[src/rtl/mix_boot_loader.sv]
// mix_boot_loader: parses framed host byte stream into MIX core memory writes.
// Frame: SYNC, ADDR_HI, ADDR_LO, CNT_HI, CNT_LO, CNT x 4 data bytes, CHK (XOR of data).
// Holds the core in reset until a complete, checksum-valid image has landed.
module mix_boot_loader #(
  parameter int         ADDR_W    = 12,
  parameter int         WORD_W    = 31,
  parameter logic [7:0] SYNC_BYTE = 8'h4D,
  parameter int         TIMEOUT   = 100000
) (
  input  logic              clk,
  input  logic              reset,
  input  logic              in_valid,
  input  logic [7:0]        in_data,
  output logic              in_ready,
  output logic              mem_we,
  output logic [ADDR_W-1:0] mem_addr,
  output logic [WORD_W-1:0] mem_wdata,
  output logic              cpu_reset,
  output logic              done,
  output logic [1:0]        err
);

  localparam int CNT_W = ADDR_W + 1;
  localparam int DEPTH = 1 << ADDR_W;
  localparam int TO_W  = $clog2(TIMEOUT + 1);
  localparam logic [TO_W-1:0] TO_LAST = TO_W'(TIMEOUT - 1);

  localparam logic [1:0] ERR_NONE = 2'd0;
  localparam logic [1:0] ERR_HDR  = 2'd1;
  localparam logic [1:0] ERR_CHK  = 2'd2;
  localparam logic [1:0] ERR_TO   = 2'd3;

  typedef enum logic [1:0] {S_IDLE, S_HDR, S_DATA, S_CHK} state_t;

  state_t              r_state, w_state;
  logic [1:0]          r_hdr_idx, w_hdr_idx;
  logic [7:0]          r_addr_hi, w_addr_hi;
  logic [7:0]          r_addr_lo, w_addr_lo;
  logic [7:0]          r_cnt_hi, w_cnt_hi;
  logic [ADDR_W-1:0]   r_ptr, w_ptr;
  logic [CNT_W-1:0]    r_words, w_words;
  logic [1:0]          r_lane, w_lane;
  logic [WORD_W-9:0]   r_word, w_word;      // first three bytes of the word in flight
  logic [7:0]          r_xor, w_xor;
  logic [TO_W-1:0]     r_idle, w_idle;
  logic                r_in_ready, w_in_ready;
  logic                r_mem_we, w_mem_we;
  logic [ADDR_W-1:0]   r_mem_addr, w_mem_addr;
  logic [WORD_W-1:0]   r_mem_wdata, w_mem_wdata;
  logic                r_cpu_reset, w_cpu_reset;
  logic                r_done, w_done;
  logic [1:0]          r_err, w_err;

  logic                w_accept;
  logic [15:0]         w_hdr_addr;
  logic [15:0]         w_hdr_cnt;
  logic                w_hdr_bad;
  logic [WORD_W-1:0]   w_full;

  assign w_accept   = in_valid & r_in_ready;
  assign w_hdr_addr = {r_addr_hi, r_addr_lo};
  assign w_hdr_cnt  = {r_cnt_hi, in_data};
  assign w_hdr_bad  = ({1'b0, w_hdr_addr} >= 17'(DEPTH)) ||
                      (w_hdr_cnt == 16'd0) ||
                      ({1'b0, w_hdr_cnt} > 17'(DEPTH));
  // bit31 of the big-endian 32-bit value falls off the top of r_word
  assign w_full     = {r_word, in_data};

  // Frame parser: next state and next values of every register
  always_comb begin
    w_state     = r_state;
    w_hdr_idx   = r_hdr_idx;
    w_addr_hi   = r_addr_hi;
    w_addr_lo   = r_addr_lo;
    w_cnt_hi    = r_cnt_hi;
    w_ptr       = r_ptr;
    w_words     = r_words;
    w_lane      = r_lane;
    w_word      = r_word;
    w_xor       = r_xor;
    w_idle      = r_idle;
    w_in_ready  = 1'b1;
    w_mem_we    = 1'b0;
    w_mem_addr  = r_mem_addr;
    w_mem_wdata = r_mem_wdata;
    w_cpu_reset = r_cpu_reset;
    w_done      = 1'b0;
    w_err       = r_err;

    if (r_state == S_IDLE) begin
      if (w_accept && (in_data == SYNC_BYTE)) begin
        w_cpu_reset = 1'b1;
        w_err       = ERR_NONE;
        w_xor       = 8'h00;
        w_hdr_idx   = 2'd0;
        w_idle      = '0;
        w_state     = S_HDR;
      end else begin
        w_idle = '0;
      end
    end else if (!w_accept) begin
      // inside a frame with no byte this cycle: run the idle timer
      if (r_idle == TO_LAST) begin
        w_err   = ERR_TO;
        w_idle  = '0;
        w_state = S_IDLE;
      end else begin
        w_idle = r_idle + TO_W'(1);
      end
    end else begin
      w_idle = '0;
      case (r_state)
        S_HDR: begin
          w_hdr_idx = r_hdr_idx + 2'd1;
          case (r_hdr_idx)
            2'd0: w_addr_hi = in_data;
            2'd1: w_addr_lo = in_data;
            2'd2: w_cnt_hi  = in_data;
            2'd3: begin
              if (w_hdr_bad) begin
                w_err   = ERR_HDR;
                w_state = S_IDLE;
              end else begin
                w_ptr   = w_hdr_addr[ADDR_W-1:0];
                w_words = w_hdr_cnt[CNT_W-1:0];
                w_lane  = 2'd0;
                w_state = S_DATA;
              end
            end
            default: w_hdr_idx = 2'd0;
          endcase
        end
        S_DATA: begin
          w_xor = r_xor ^ in_data;
          if (r_lane == 2'd3) begin
            w_mem_we    = 1'b1;
            w_mem_addr  = r_ptr;
            w_mem_wdata = w_full;
            w_ptr       = r_ptr + ADDR_W'(1);
            w_words     = r_words - CNT_W'(1);
            w_lane      = 2'd0;
            if (r_words == CNT_W'(1)) begin
              w_state = S_CHK;
            end else begin
              w_state = S_DATA;
            end
          end else begin
            w_word = {r_word[WORD_W-17:0], in_data};
            w_lane = r_lane + 2'd1;
          end
        end
        S_CHK: begin
          if (in_data == r_xor) begin
            w_done      = 1'b1;
            w_cpu_reset = 1'b0;
          end else begin
            w_err = ERR_CHK;
          end
          w_state = S_IDLE;
        end
        default: w_state = S_IDLE;
      endcase
    end
  end

  // State and output registers with synchronous reset
  always_ff @(posedge clk) begin
    if (reset) begin
      r_state     <= S_IDLE;
      r_hdr_idx   <= 2'd0;
      r_addr_hi   <= 8'h00;
      r_addr_lo   <= 8'h00;
      r_cnt_hi    <= 8'h00;
      r_ptr       <= '0;
      r_words     <= '0;
      r_lane      <= 2'd0;
      r_word      <= '0;
      r_xor       <= 8'h00;
      r_idle      <= '0;
      r_in_ready  <= 1'b0;
      r_mem_we    <= 1'b0;
      r_mem_addr  <= '0;
      r_mem_wdata <= '0;
      r_cpu_reset <= 1'b1;
      r_done      <= 1'b0;
      r_err       <= ERR_NONE;
    end else begin
      r_state     <= w_state;
      r_hdr_idx   <= w_hdr_idx;
      r_addr_hi   <= w_addr_hi;
      r_addr_lo   <= w_addr_lo;
      r_cnt_hi    <= w_cnt_hi;
      r_ptr       <= w_ptr;
      r_words     <= w_words;
      r_lane      <= w_lane;
      r_word      <= w_word;
      r_xor       <= w_xor;
      r_idle      <= w_idle;
      r_in_ready  <= w_in_ready;
      r_mem_we    <= w_mem_we;
      r_mem_addr  <= w_mem_addr;
      r_mem_wdata <= w_mem_wdata;
      r_cpu_reset <= w_cpu_reset;
      r_done      <= w_done;
      r_err       <= w_err;
    end
  end

  assign in_ready  = r_in_ready;
  assign mem_we    = r_mem_we;
  assign mem_addr  = r_mem_addr;
  assign mem_wdata = r_mem_wdata;
  assign cpu_reset = r_cpu_reset;
  assign done      = r_done;
  assign err       = r_err;

endmodule
[config.mk]
export PLATFORM = sky130hd
export DESIGN_NAME = mix_boot_loader
export DESIGN_NICKNAME = d
export VERILOG_FILES = /design/src/rtl/mix_boot_loader.sv
export SDC_FILE = /design/constraint.sdc
export NUM_CORES = 1
export LEC_CHECK = 0
export ABC_AREA = 0
export CORE_UTILIZATION = 40
export CTS_BUF_LIST = sky130_fd_sc_hd__clkbuf_8
export CTS_CLUSTER_DIAMETER = 40
export DETAILED_ROUTE_END_ITERATION = 10
export SYNTH_ARGS = -nofsm -noshare
export SYNTH_HDL_FRONTEND = slang
export SYNTH_SLANG_ARGS = --single-unit
[constraint.sdc]
create_clock -name clk -period 3.7 [get_ports clk]
set_input_delay 1.11 -clock clk [delete_from_list [all_inputs] [get_ports clk]]
set_output_delay 1.11 -clock clk [all_outputs]
set_load 0.1 [all_outputs]
==> qor.csv <==
metric,value,unit
io pins,60,
Die Wd,129.6,um
Post-Route WL,16.20,mm
Ys Warns,0,
H-tree depth,4,
fillcell total,1640,
Resized cells post-CTS,0,
Placer Congestion,0.8372,
Worst Setup Start Kind,input port,
post-CTS setup buffer count,0,
critical path capture point type,register,
Die Y,129.6,um
crit path DAT,3570,ps
Total GRT Usage,0.2027,
max cap viols,0,
cell area after synthesis,6518,sq um
design area,7651,sq um
drt pass-1 iters,5,
CP max FO,6,
measured slew at the worst slew-check pin,806.9,ps
Final TNS setup,0,ps
Max Fclk,308.7,MHz
Post-synth EDFFs,0,
DP HPWL,10.59,mm
DRC viols,0,
Pwr Density,379.8,nW/um^2
Overall Power,2906,uW
Bufs on Longest Clock Path,2,
diodes inserted,0,
Initial Util,0.4103,
via count,5774,
remaining global-route overflow,0,
r2r setup slk,1290,ps
via density per instance,5.216,
period utilisation layout,0.8755,
Mapped Nets,852,
Iter 0 DRT Violations,467,
post-route ant nets,0,
critical path type,in -> reg,
CP Data Required Time,4030,ps
Seq. cell area,3043,sq um
"Worst Setup Slack, final",460.6,ps
#FFs+latches synth,152,
initial antenna violation count,0,
area of the multi-input gates,3201,sq um
Die Footprint,16810,sq um
Sink Count,152,
Placement Rows,46,
core area,15890,sq um
Post-Syn Instances,827,
Netlist cell types,44,
"Area growth, synth to finish",17.39,%
peak supply drop,265.0,uV
clk slew on worst S/H paths,80,ps
clock period minus worst slack,3239,ps
final slew viol count,0,
"Clk Latency, worst-skew pair",470,ps
GRT met2 Usage,0.3092,
"worst slack, placed",6.809,ps
number of nets in the layout,905,
run status,finished clean,
leakage power total,0.002779,uW
busiest grt layer,met2,
root buffer cell,clkbuf_8,
clock skew after layout,11.24,ps
Final Setup Violations,0,
met1 Track Usage GR,0.2711,
met3 usage,0.05574,
vias in the first global route,5071,
CTS Hold Buffers Added,0,
global-route wire length before repair,26.10,mm
total CTS buffers,17,
sequential element share of the synthesized area,0.4669,
RSZ-0062 raised after global routing,no,
hold crit path type,reg -> reg,
final count of hold timing violations,0,
top_reg_cell synth,dfxtp_1,
async set-reset flop share out of synthesis,0,
DP Area,7295,sq um
largest net degree at the start of global routing,131,
Worst slew margin,0.4571,
drt wl/cell,14.63,um
fraction of layout cells with a size suffix above 1,0.1279,
CTS tree,yes,
Port Buffers,59,
Synth Area per Inst,7.881,sq um
## synth_stat cells, drive strengths merged, types with 3 or more instances
cell | instances | share of area
nand2 | 181 | 0.10
dfxtp | 152 | 0.47
a21oi | 121 | 0.093
nor2 | 79 | 0.045
clkbuf | 48 | 0.028
o21ai | 30 | 0.023
nand3 | 27 | 0.021
mux2i | 20 | 0.031
nor3 | 19 | 0.015
xor2 | 17 | 0.023
inv | 16 | 0.0092
ha | 14 | 0.027
nor4 | 9 | 0.0086
nand4 | 8 | 0.0077
o32ai | 8 | 0.011
nand3b | 7 | 0.0081
or3 | 6 | 0.0058
xnor2 | 6 | 0.0081
and2 | 5 | 0.0048
and3 | 5 | 0.0048
buf | 5 | 0.0048
a211oi | 4 | 0.0046
o211ai | 4 | 0.0046
or4 | 4 | 0.0046
nand2b | 3 | 0.0029
o22ai | 3 | 0.0029
## cell families after synthesis
kind of cell	count (synthesis)	synth area share
AO/OA/AOI/OAI	184	0.1567
XOR/XNOR	23	0.03091
adder cells (fa/ha/maj)	14	0.02688
buffers and inverters	71	0.04281
flip-flops	152	0.4669
multiplexers	22	0.03417
AND/OR/NAND/NOR	361	0.2417
## report_power, final
| part | internal (uW) | switching, uW | total [uW] |
|---|---|---|---|
| Clock | 530 | 629 | 1160 |
| Sequential | 1640 | 1.62 | 1640 |
| Combinational | 32.0 | 77.1 | 109 |
| Total | 2200 | 708 | 2910 |
## cell type report
class | count | area share
Tap cell | 216 | 0.03532
Multi-Input combinational cell | 604 | 0.4183
Clock inverter | 9 | 0.008831
Sequential cell | 152 | 0.3977
Timing Repair Buffer | 87 | 0.09321
Inverter | 18 | 0.008831
Clock buffer | 21 | 0.03778
## stage by stage
step | std cells | hold WS, ps | util
floorplan | 827 | 412.9 | -
global placement | 1077 | 431.4 | 0.4592
detailed placement | 1077 | 434.1 | 0.4592
CTS | 1107 | 445.2 | 0.4816
global route | 1107 | 469.8 | 0.4816
finish | 1107 | 436.9 | 0.4816
## per-layer routing
metal	share of wire	wire [um]
met5	0	0
met3	0.043	699
met1	0.49	7860
met4	0.019	315
met2	0.45	7325
## registers in the layout, indices dropped and copies added, names as in the netlist, 2 cells and up
register	cells
r_word	23
r_xor	8
r_ptr	12
err	2
r_lane	2
r_cnt_hi	8
r_addr_lo	8
mem_wdata	31
r_hdr_idx	2
r_words	13
r_idle	17
r_state	2
mem_addr	12
r_addr_hi	8
## worst paths after layout
check	start	endpoint	depth (start not counted)
min reg2reg	r_idle[0]$_SDFF_PP0_	r_idle[0]$_SDFF_PP0_	1
max reg2reg	r_state[1]$_SDFFE_PP0P_	r_addr_lo[4]$_SDFFE_PP0P_	7
min	r_idle[0]$_SDFF_PP0_	r_idle[0]$_SDFF_PP0_	1
max	in_data[2]	r_words[10]$_SDFFE_PP0P_	8
## layout by cell type (no fill, tap or decap), types with 4 or more instances in the layout
cell	Yosys	routed
nand2_1	181	181
dfxtp_1	152	152
a21oi_1	121	121
nor2_1	79	79
buf_4	0	75
o21ai_0	30	30
nand3_1	27	27
clkbuf_8	0	21
mux2i_1	20	20
nor3_1	19	18
xor2_1	17	17
inv_1	16	16
ha_1	14	14
nor4_1	9	9
clkdlybuf4s50_1	0	9
nand4_1	8	8
o32ai_1	8	8
nand3b_1	7	7
or3_1	6	6
xnor2_1	6	6
and2_1	5	5
and3_1	5	5
or4_1	4	4
o211ai_1	4	4
a211oi_1	4	4
## worst max-delay path, cell delays in order
cell             delay (ps)
clkdlybuf4s50_1         500
or4_1                   570
o31a_1                  320
o31a_1                  300
or2_1                   340
buf_4                   190
o21ai_0                 160
a21oi_1                  80
Power figures use the tool's default switching activity.
